$ cat src/rtl/idex_forward_stage_pkg.sv
// Shared definitions for the ID/EX register stage: default widths, the layout
// of the registered control bundle and the all-zero bubble constant.
package idex_forward_stage_pkg;

  localparam int WIDTH_DEF   = 32;
  localparam int REGBITS_DEF = 5;

  // Bit positions inside the registered control bundle
  localparam int CTRL_VALID     = 0;
  localparam int CTRL_REG_WRITE = 1;
  localparam int CTRL_MEM_READ  = 2;
  localparam int CTRL_MEM_WRITE = 3;
  localparam int CTRL_USE_IMM   = 4;
  localparam int CTRL_W         = 5;

  typedef logic [CTRL_W-1:0] idex_ctrl_t;

  // A bubble carries no valid bit and no side effects, so it can never
  // forward, write, or trigger a load-use stall.
  localparam idex_ctrl_t CTRL_BUBBLE = '0;

  function automatic idex_ctrl_t pack_ctrl(input logic valid,
                                           input logic reg_write,
                                           input logic mem_read,
                                           input logic mem_write,
                                           input logic use_imm);
    idex_ctrl_t c;
    c                 = CTRL_BUBBLE;
    c[CTRL_VALID]     = valid;
    c[CTRL_REG_WRITE] = reg_write;
    c[CTRL_MEM_READ]  = mem_read;
    c[CTRL_MEM_WRITE] = mem_write;
    c[CTRL_USE_IMM]   = use_imm;
    return c;
  endfunction

endpackage

$ cat src/rtl/idex_forward_stage_fwd_mux.sv
// Operand forwarding mux: picks the freshest value for one registered source
// index from EX/MEM, then MEM/WB, falling back to the registered regfile value.
// Register index 0 is hard-wired zero and is never forwarded.
module idex_forward_stage_fwd_mux
  import idex_forward_stage_pkg::*;
#(
  parameter int WIDTH   = WIDTH_DEF,
  parameter int REGBITS = REGBITS_DEF
) (
  input  logic [REGBITS-1:0] idx_i,
  input  logic [WIDTH-1:0]   val_i,
  input  logic               exmem_we_i,
  input  logic [REGBITS-1:0] exmem_rd_i,
  input  logic [WIDTH-1:0]   exmem_val_i,
  input  logic               memwb_we_i,
  input  logic [REGBITS-1:0] memwb_rd_i,
  input  logic [WIDTH-1:0]   memwb_val_i,
  output logic [WIDTH-1:0]   sel_o
);

  logic hit_exmem;
  logic hit_memwb;

  // Priority select: the younger EX/MEM result wins over MEM/WB
  always_comb begin
    hit_exmem = exmem_we_i && (exmem_rd_i != '0) && (exmem_rd_i == idx_i);
    hit_memwb = memwb_we_i && (memwb_rd_i != '0) && (memwb_rd_i == idx_i);
    if (hit_exmem)      sel_o = exmem_val_i;
    else if (hit_memwb) sel_o = memwb_val_i;
    else                sel_o = val_i;
  end

endmodule

$ cat src/rtl/idex_forward_stage.sv
// ID/EX pipeline register with operand forwarding and hazard detection.
// Drives the ALU operand buses and opcode, and requests a PC / IF-ID stall.
// Build option IDEX_FORWARDING_EN: when defined, EX/MEM and MEM/WB results are
// forwarded and only load-use hazards stall; when undefined, operands come
// straight from the registered regfile reads and every RAW hazard stalls.
module idex_forward_stage
  import idex_forward_stage_pkg::*;
#(
  parameter int WIDTH   = WIDTH_DEF,
  parameter int REGBITS = REGBITS_DEF
) (
  input  logic               clk,
  input  logic               reset,
  input  logic               id_valid,
  input  logic [REGBITS-1:0] id_rs,
  input  logic [REGBITS-1:0] id_rt,
  input  logic [REGBITS-1:0] id_rd,
  input  logic [WIDTH-1:0]   id_busa,
  input  logic [WIDTH-1:0]   id_busb,
  input  logic [WIDTH-1:0]   id_imm,
  input  logic               id_use_imm,
  input  logic [1:0]         id_alu_ctrl,
  input  logic               id_reg_write,
  input  logic               id_mem_read,
  input  logic               id_mem_write,
  input  logic               flush,
  input  logic               exmem_reg_write,
  input  logic [REGBITS-1:0] exmem_rd,
  input  logic [WIDTH-1:0]   exmem_result,
  input  logic               memwb_reg_write,
  input  logic [REGBITS-1:0] memwb_rd,
  input  logic [WIDTH-1:0]   memwb_result,
  output logic [WIDTH-1:0]   BussA,
  output logic [WIDTH-1:0]   BussB,
  output logic [1:0]         ALUControl,
  output logic               ex_valid,
  output logic               ex_reg_write,
  output logic               ex_mem_read,
  output logic               ex_mem_write,
  output logic [REGBITS-1:0] ex_rd,
  output logic [WIDTH-1:0]   ex_store_data,
  output logic               stall_id
);

  idex_ctrl_t         ctrl_q,  ctrl_d;
  logic [1:0]         alu_q,   alu_d;
  logic [REGBITS-1:0] rs_q,    rs_d;
  logic [REGBITS-1:0] rt_q,    rt_d;
  logic [REGBITS-1:0] rd_q,    rd_d;
  logic [WIDTH-1:0]   busa_q,  busa_d;
  logic [WIDTH-1:0]   busb_q,  busb_d;
  logic [WIDTH-1:0]   imm_q,   imm_d;

  logic               load_bubble;
  logic               rt_used;
  logic               ex_load;
  logic [WIDTH-1:0]   fwd_a;
  logic [WIDTH-1:0]   fwd_b;

  // True when the ID instruction reads a non-zero register that 'rd' writes.
  // rt only counts as a source when BussB does not take the immediate, or
  // when it supplies store data.
  function automatic logic raw_hit(input logic               we,
                                   input logic [REGBITS-1:0] rd,
                                   input logic [REGBITS-1:0] rs,
                                   input logic [REGBITS-1:0] rt,
                                   input logic               rt_src);
    return we && (rd != '0) && ((rs == rd) || (rt_src && (rt == rd)));
  endfunction

  assign ex_valid     = ctrl_q[CTRL_VALID];
  assign ex_reg_write = ctrl_q[CTRL_REG_WRITE];
  assign ex_mem_read  = ctrl_q[CTRL_MEM_READ];
  assign ex_mem_write = ctrl_q[CTRL_MEM_WRITE];
  assign ex_rd        = rd_q;
  assign ALUControl   = alu_q;

  assign rt_used = !id_use_imm || id_mem_write;
  assign ex_load = ex_valid && ex_mem_read;

`ifdef IDEX_FORWARDING_EN
  // Only a load in EX cannot be forwarded in time: stall one cycle for it
  always_comb begin
    stall_id = id_valid && raw_hit(ex_load, rd_q, id_rs, id_rt, rt_used);
  end

  idex_forward_stage_fwd_mux #(.WIDTH(WIDTH), .REGBITS(REGBITS)) u_fwd_rs (
    .idx_i       (rs_q),
    .val_i       (busa_q),
    .exmem_we_i  (exmem_reg_write),
    .exmem_rd_i  (exmem_rd),
    .exmem_val_i (exmem_result),
    .memwb_we_i  (memwb_reg_write),
    .memwb_rd_i  (memwb_rd),
    .memwb_val_i (memwb_result),
    .sel_o       (fwd_a)
  );

  idex_forward_stage_fwd_mux #(.WIDTH(WIDTH), .REGBITS(REGBITS)) u_fwd_rt (
    .idx_i       (rt_q),
    .val_i       (busb_q),
    .exmem_we_i  (exmem_reg_write),
    .exmem_rd_i  (exmem_rd),
    .exmem_val_i (exmem_result),
    .memwb_we_i  (memwb_reg_write),
    .memwb_rd_i  (memwb_rd),
    .memwb_val_i (memwb_result),
    .sel_o       (fwd_b)
  );
`else
  logic unused_fwd;

  // Without forwarding, any in-flight writer of a source register stalls ID
  always_comb begin
    stall_id = id_valid &&
               (raw_hit(ex_load,         rd_q,     id_rs, id_rt, rt_used) ||
                raw_hit(ex_reg_write,    rd_q,     id_rs, id_rt, rt_used) ||
                raw_hit(exmem_reg_write, exmem_rd, id_rs, id_rt, rt_used) ||
                raw_hit(memwb_reg_write, memwb_rd, id_rs, id_rt, rt_used));
  end

  assign fwd_a      = busa_q;
  assign fwd_b      = busb_q;
  assign unused_fwd = ^{rs_q, rt_q, exmem_result, memwb_result};
`endif

  assign BussA         = fwd_a;
  assign BussB         = ctrl_q[CTRL_USE_IMM] ? imm_q : fwd_b;
  assign ex_store_data = fwd_b;

  // Next-state: capture ID, or insert a bubble on flush, stall or empty ID
  always_comb begin
    load_bubble = flush || stall_id || !id_valid;
    ctrl_d      = CTRL_BUBBLE;
    alu_d       = '0;
    rs_d        = '0;
    rt_d        = '0;
    rd_d        = '0;
    busa_d      = '0;
    busb_d      = '0;
    imm_d       = '0;
    if (!load_bubble) begin
      ctrl_d = pack_ctrl(1'b1, id_reg_write, id_mem_read, id_mem_write, id_use_imm);
      alu_d  = id_alu_ctrl;
      rs_d   = id_rs;
      rt_d   = id_rt;
      rd_d   = id_rd;
      busa_d = id_busa;
      busb_d = id_busb;
      imm_d  = id_imm;
    end
  end

  // The single ID/EX register; reset clears every field so nothing forwards
  always_ff @(posedge clk) begin
    if (reset) begin
      ctrl_q <= CTRL_BUBBLE;
      alu_q  <= '0;
      rs_q   <= '0;
      rt_q   <= '0;
      rd_q   <= '0;
      busa_q <= '0;
      busb_q <= '0;
      imm_q  <= '0;
    end else begin
      ctrl_q <= ctrl_d;
      alu_q  <= alu_d;
      rs_q   <= rs_d;
      rt_q   <= rt_d;
      rd_q   <= rd_d;
      busa_q <= busa_d;
      busb_q <= busb_d;
      imm_q  <= imm_d;
    end
  end

endmodule

$ cat config.mk
export PLATFORM = sky130hd
export DESIGN_NAME = idex_forward_stage
export DESIGN_NICKNAME = d
export VERILOG_FILES = /design/src/rtl/idex_forward_stage_pkg.sv /design/src/rtl/idex_forward_stage_fwd_mux.sv /design/src/rtl/idex_forward_stage.sv
export SDC_FILE = /design/constraint.sdc
export NUM_CORES = 1
export LEC_CHECK = 0
export CAP_MARGIN = 20
export CORE_AREA = 2 2 117 119
export DETAILED_ROUTE_END_ITERATION = 10
export DIE_AREA = 0 0 119 121
export GPL_TIMING_DRIVEN = 0
export MAX_ROUTING_LAYER = met4
export PLACE_DENSITY = 0.72
export RECOVER_POWER = 100
export SKIP_LAST_GASP = 1
export SLEW_MARGIN = 20
export SYNTH_ARGS = -nofsm -noshare
export SYNTH_HDL_FRONTEND = slang
export SYNTH_SLANG_ARGS = --single-unit
$ cat constraint.sdc
create_clock -name clk -period 4.2 [get_ports clk]
set_clock_uncertainty 0.05 [all_clocks]
set_input_delay 1.05 -clock clk [delete_from_list [all_inputs] [get_ports clk]]
set_output_delay 1.05 -clock clk [all_outputs]
set_load 0.01 [all_outputs]
==> metrics.txt, run 1 <==
status=finished clean; clock period minus final worst setup slack=between 4000 and 5000 ps; largest net degree at the start of global routing=18; syn_nets=roughly 530; starting DRC count in detailed routing=around 130; DP Worst Slack=-655 ps; R2R setup slack=1710 ps; non-filler cells, final=763; PD cells=approximately 340 mW/mm^2; Layout area overhead=78.0%; Syn Std Cell Area=approximately 0.0038 sq mm; NumNets Final=779; IO Port Bufs=240; Final ANT Viol Nets=0; total gr overflow=0; Worst setup EP type=primary output; Final GP Congestion=~0.82; first-pass GRT wire length=19000 um; Setup crit end=stall_id; Setup violations, final=0; Worst VDD drop=~0.00028 V; syn avg cell area=roughly 11 sq um; vias in the first global route=3668; # hold bufs at CTS=0; Worst Max-Slew Pin Slew=662 ps; latest clock arrival within the worst-skew pair=340 ps; Startpoint Class=input port; vias per inst=around 4.5; r2r startpoint=ex_rd[3]; WP data arrival=3000 ps; # diodes=0; Worst-path clk slew=70 ps; clock sinks=approximately 110; Warnings, synthesis=0; # rows=42; Pre-Repair DR Iteration Count=6; Mapped Cells=roughly 330; Slew Viols, Final=0; Yosys reg bits=~110; wirelength, routed=approximately 12000 um; Die Y-Extent=~120 um; Num CTS Buffers=9; crit share post-route=0.976; fillers=1178; die width=~120 um; layout cell share with drive strength beyond 1=0.107; Crit Reg-Reg Endpoint=ex_store_data[12]; Slew HR=0.559; Highest Clock Rate=approximately 0.24 GHz; placed cell count=around 750; Hold Violations, Final=0; Worst R2R Path Depth=8; worst hold path type=reg -> reg; CTS Root Cell=clkbuf_16; core area=roughly 0.013 sq mm; register area share after synthesis=0.574; average routed wire per standard cell=16.3 um; Starting Density=0.288; gr usage total=0.177; DIE AREA=0.0144 sq mm; io pins=305; Max-Cap Viols=0; RSZ-0062 raised after global routing=no; clock buffer depth=2; Req. time, crit path=3100 ps; setup ws final=101 ps; total number of vias=between 3000 and 4000; worst setup path category=in -> out; # H-tree levels=3; Static Leak=0.00323 uW; Crit. Startpoint=memwb_rd[3]; antenna violations before repair=0; Crit Path Max Fanout=10; DRC viols=0; hpwl dp=9740 um; TritonCTS clock tree=yes; Netlist cell types=25
[logic make-up after synthesis]
family / Yosys count / share of synthesized area
DFF: 108 / 0.574
buffers and inverters: 27 / 0.0369
and+or+nand+nor: 124 / 0.207
AOI/OAI and AO/OA: 8 / 0.0163
xor gates and xnor gates: 30 / 0.0698
muxes: 32 / 0.0957
[worst max-delay path, stage by stage]
cell and delay, ps:
dlygate4sd2_1 270, or4_1 500, o21a_1 210, a222oi_1 320, buf_4 190, buf_8 120
and2b_2 220, buf_2 140
[stage by stage]
step | instance area [sq um] | total power [uW] | util | hold WS, ps | TNS, ps
global placement | 6390 | 1410 | 0.488 | 1140 | -576
floorplan | 3760 | 1190 | - | 1060 | 0
global route | 6700 | 2360 | 0.512 | 1150 | 0
finish | 6700 | 2270 | 0.512 | 1050 | 0
detailed placement | 6400 | 1410 | 0.489 | 1140 | -655
CTS | 6710 | 2320 | 0.513 | 1060 | 0
[power by group]
group          total (uW)  internal, uW  switching (uW)  leakage, uW
combinational         307           196             111      0.00220
sequential           1070          1050            11.2     0.000879
clock                 895           526             369     0.000150
[synthesized netlist by cell type]
cell / n / area share
a21oi_1: 2 / 0.0027
a222oi_1: 1 / 0.0027
and2_2: 1 / 0.0020
and2b_2: 1 / 0.0023
and3_1: 99 / 0.16
and3_2: 8 / 0.016
buf_1: 3 / 0.0030
buf_4: 1 / 0.0020
buf_8: 2 / 0.0080
clkbuf_1: 12 / 0.012
clkbuf_2: 9 / 0.012
dfxtp_1: 108 / 0.57
mux2_2: 32 / 0.096
nand2_1: 3 / 0.0030
nand3_1: 3 / 0.0040
nand4_1: 3 / 0.0050
nor2_1: 1 / 0.0010
nor2b_1: 1 / 0.0017
nor3_1: 1 / 0.0013
nor3b_1: 1 / 0.0020
o21a_1: 2 / 0.0040
o32ai_1: 3 / 0.0070
or4_1: 2 / 0.0040
xnor2_1: 27 / 0.063
xor2_1: 3 / 0.0070
[worst min path at each step]
stage,from,end,depth (start not counted)
detailed placement,ctrl_q[1],BussA[3],6
global placement,ctrl_q[1],BussA[3],6
floorplan,ctrl_q[1],ALUControl[0],6
finish,ctrl_q[1],BussA[3],6
CTS,ctrl_q[1],BussA[3],6
global route,ctrl_q[1],BussA[3],6
[final cells by class]
class | instances | area, sq um | share of cell area
plain buffers | 27 | 128 | 0.0191
flip-flops and latches | 108 | 2160 | 0.323
clock inverters | 5 | 85.1 | 0.0127
well taps | 176 | 220 | 0.0329
multi-input cells | 194 | 1470 | 0.220
clock buffers | 11 | 233 | 0.0347
repair buffers | 242 | 2400 | 0.358
[metal layers]
layer | vias to the layer above | global-route usage | wire (um)
met3 | 19 | 0.0550 | 819
met1 | 1560 | 0.196 | 5220
met4 | 0 | 0.0580 | 218
li1 | 1655 | - | -
met2 | 166 | 0.302 | 6150
met5 | - | - | 0
[registers in the layout, indices dropped and copies added, names as in the netlist]
signal and count:
ALUControl 2, BussA 32, ctrl_q 5, ex_rd 5, ex_store_data 32, imm_q 32
[placed cells by master, fill, tap and decap left out, types with 2 or more instances in the layout]
cell and count:
nand3_1 3, clkbuf_16 9, a21oi_1 2, dfxtp_1 108
dlygate4sd3_1 105, mux2_2 32, o32ai_1 2, and3_2 8
clkdlybuf4s50_1 124, xnor2_1 27, xor2_1 3, clkbuf_1 28
buf_8 2, bufinv_16 2, or4_1 2, and3_1 99
dlygate4sd2_1 6, o21a_1 2, nand2_1 3, nand4_1 3
dlymetal6s2s_1 2
[repair_timing]
item	CTS	global route
gates cloned	0	0
pin swaps	3	3
setup buffers	1	0
gates resized for setup	12	7
endpoints found under the setup margin	1	1
(Power assumes the default switching activity.)
==> run 2: changes to the inputs <==
CAP_MARGIN = 30   (was 20)
==> results of run 2 <==
The final DEF is identical to that of run 1; final timing and power are the same.
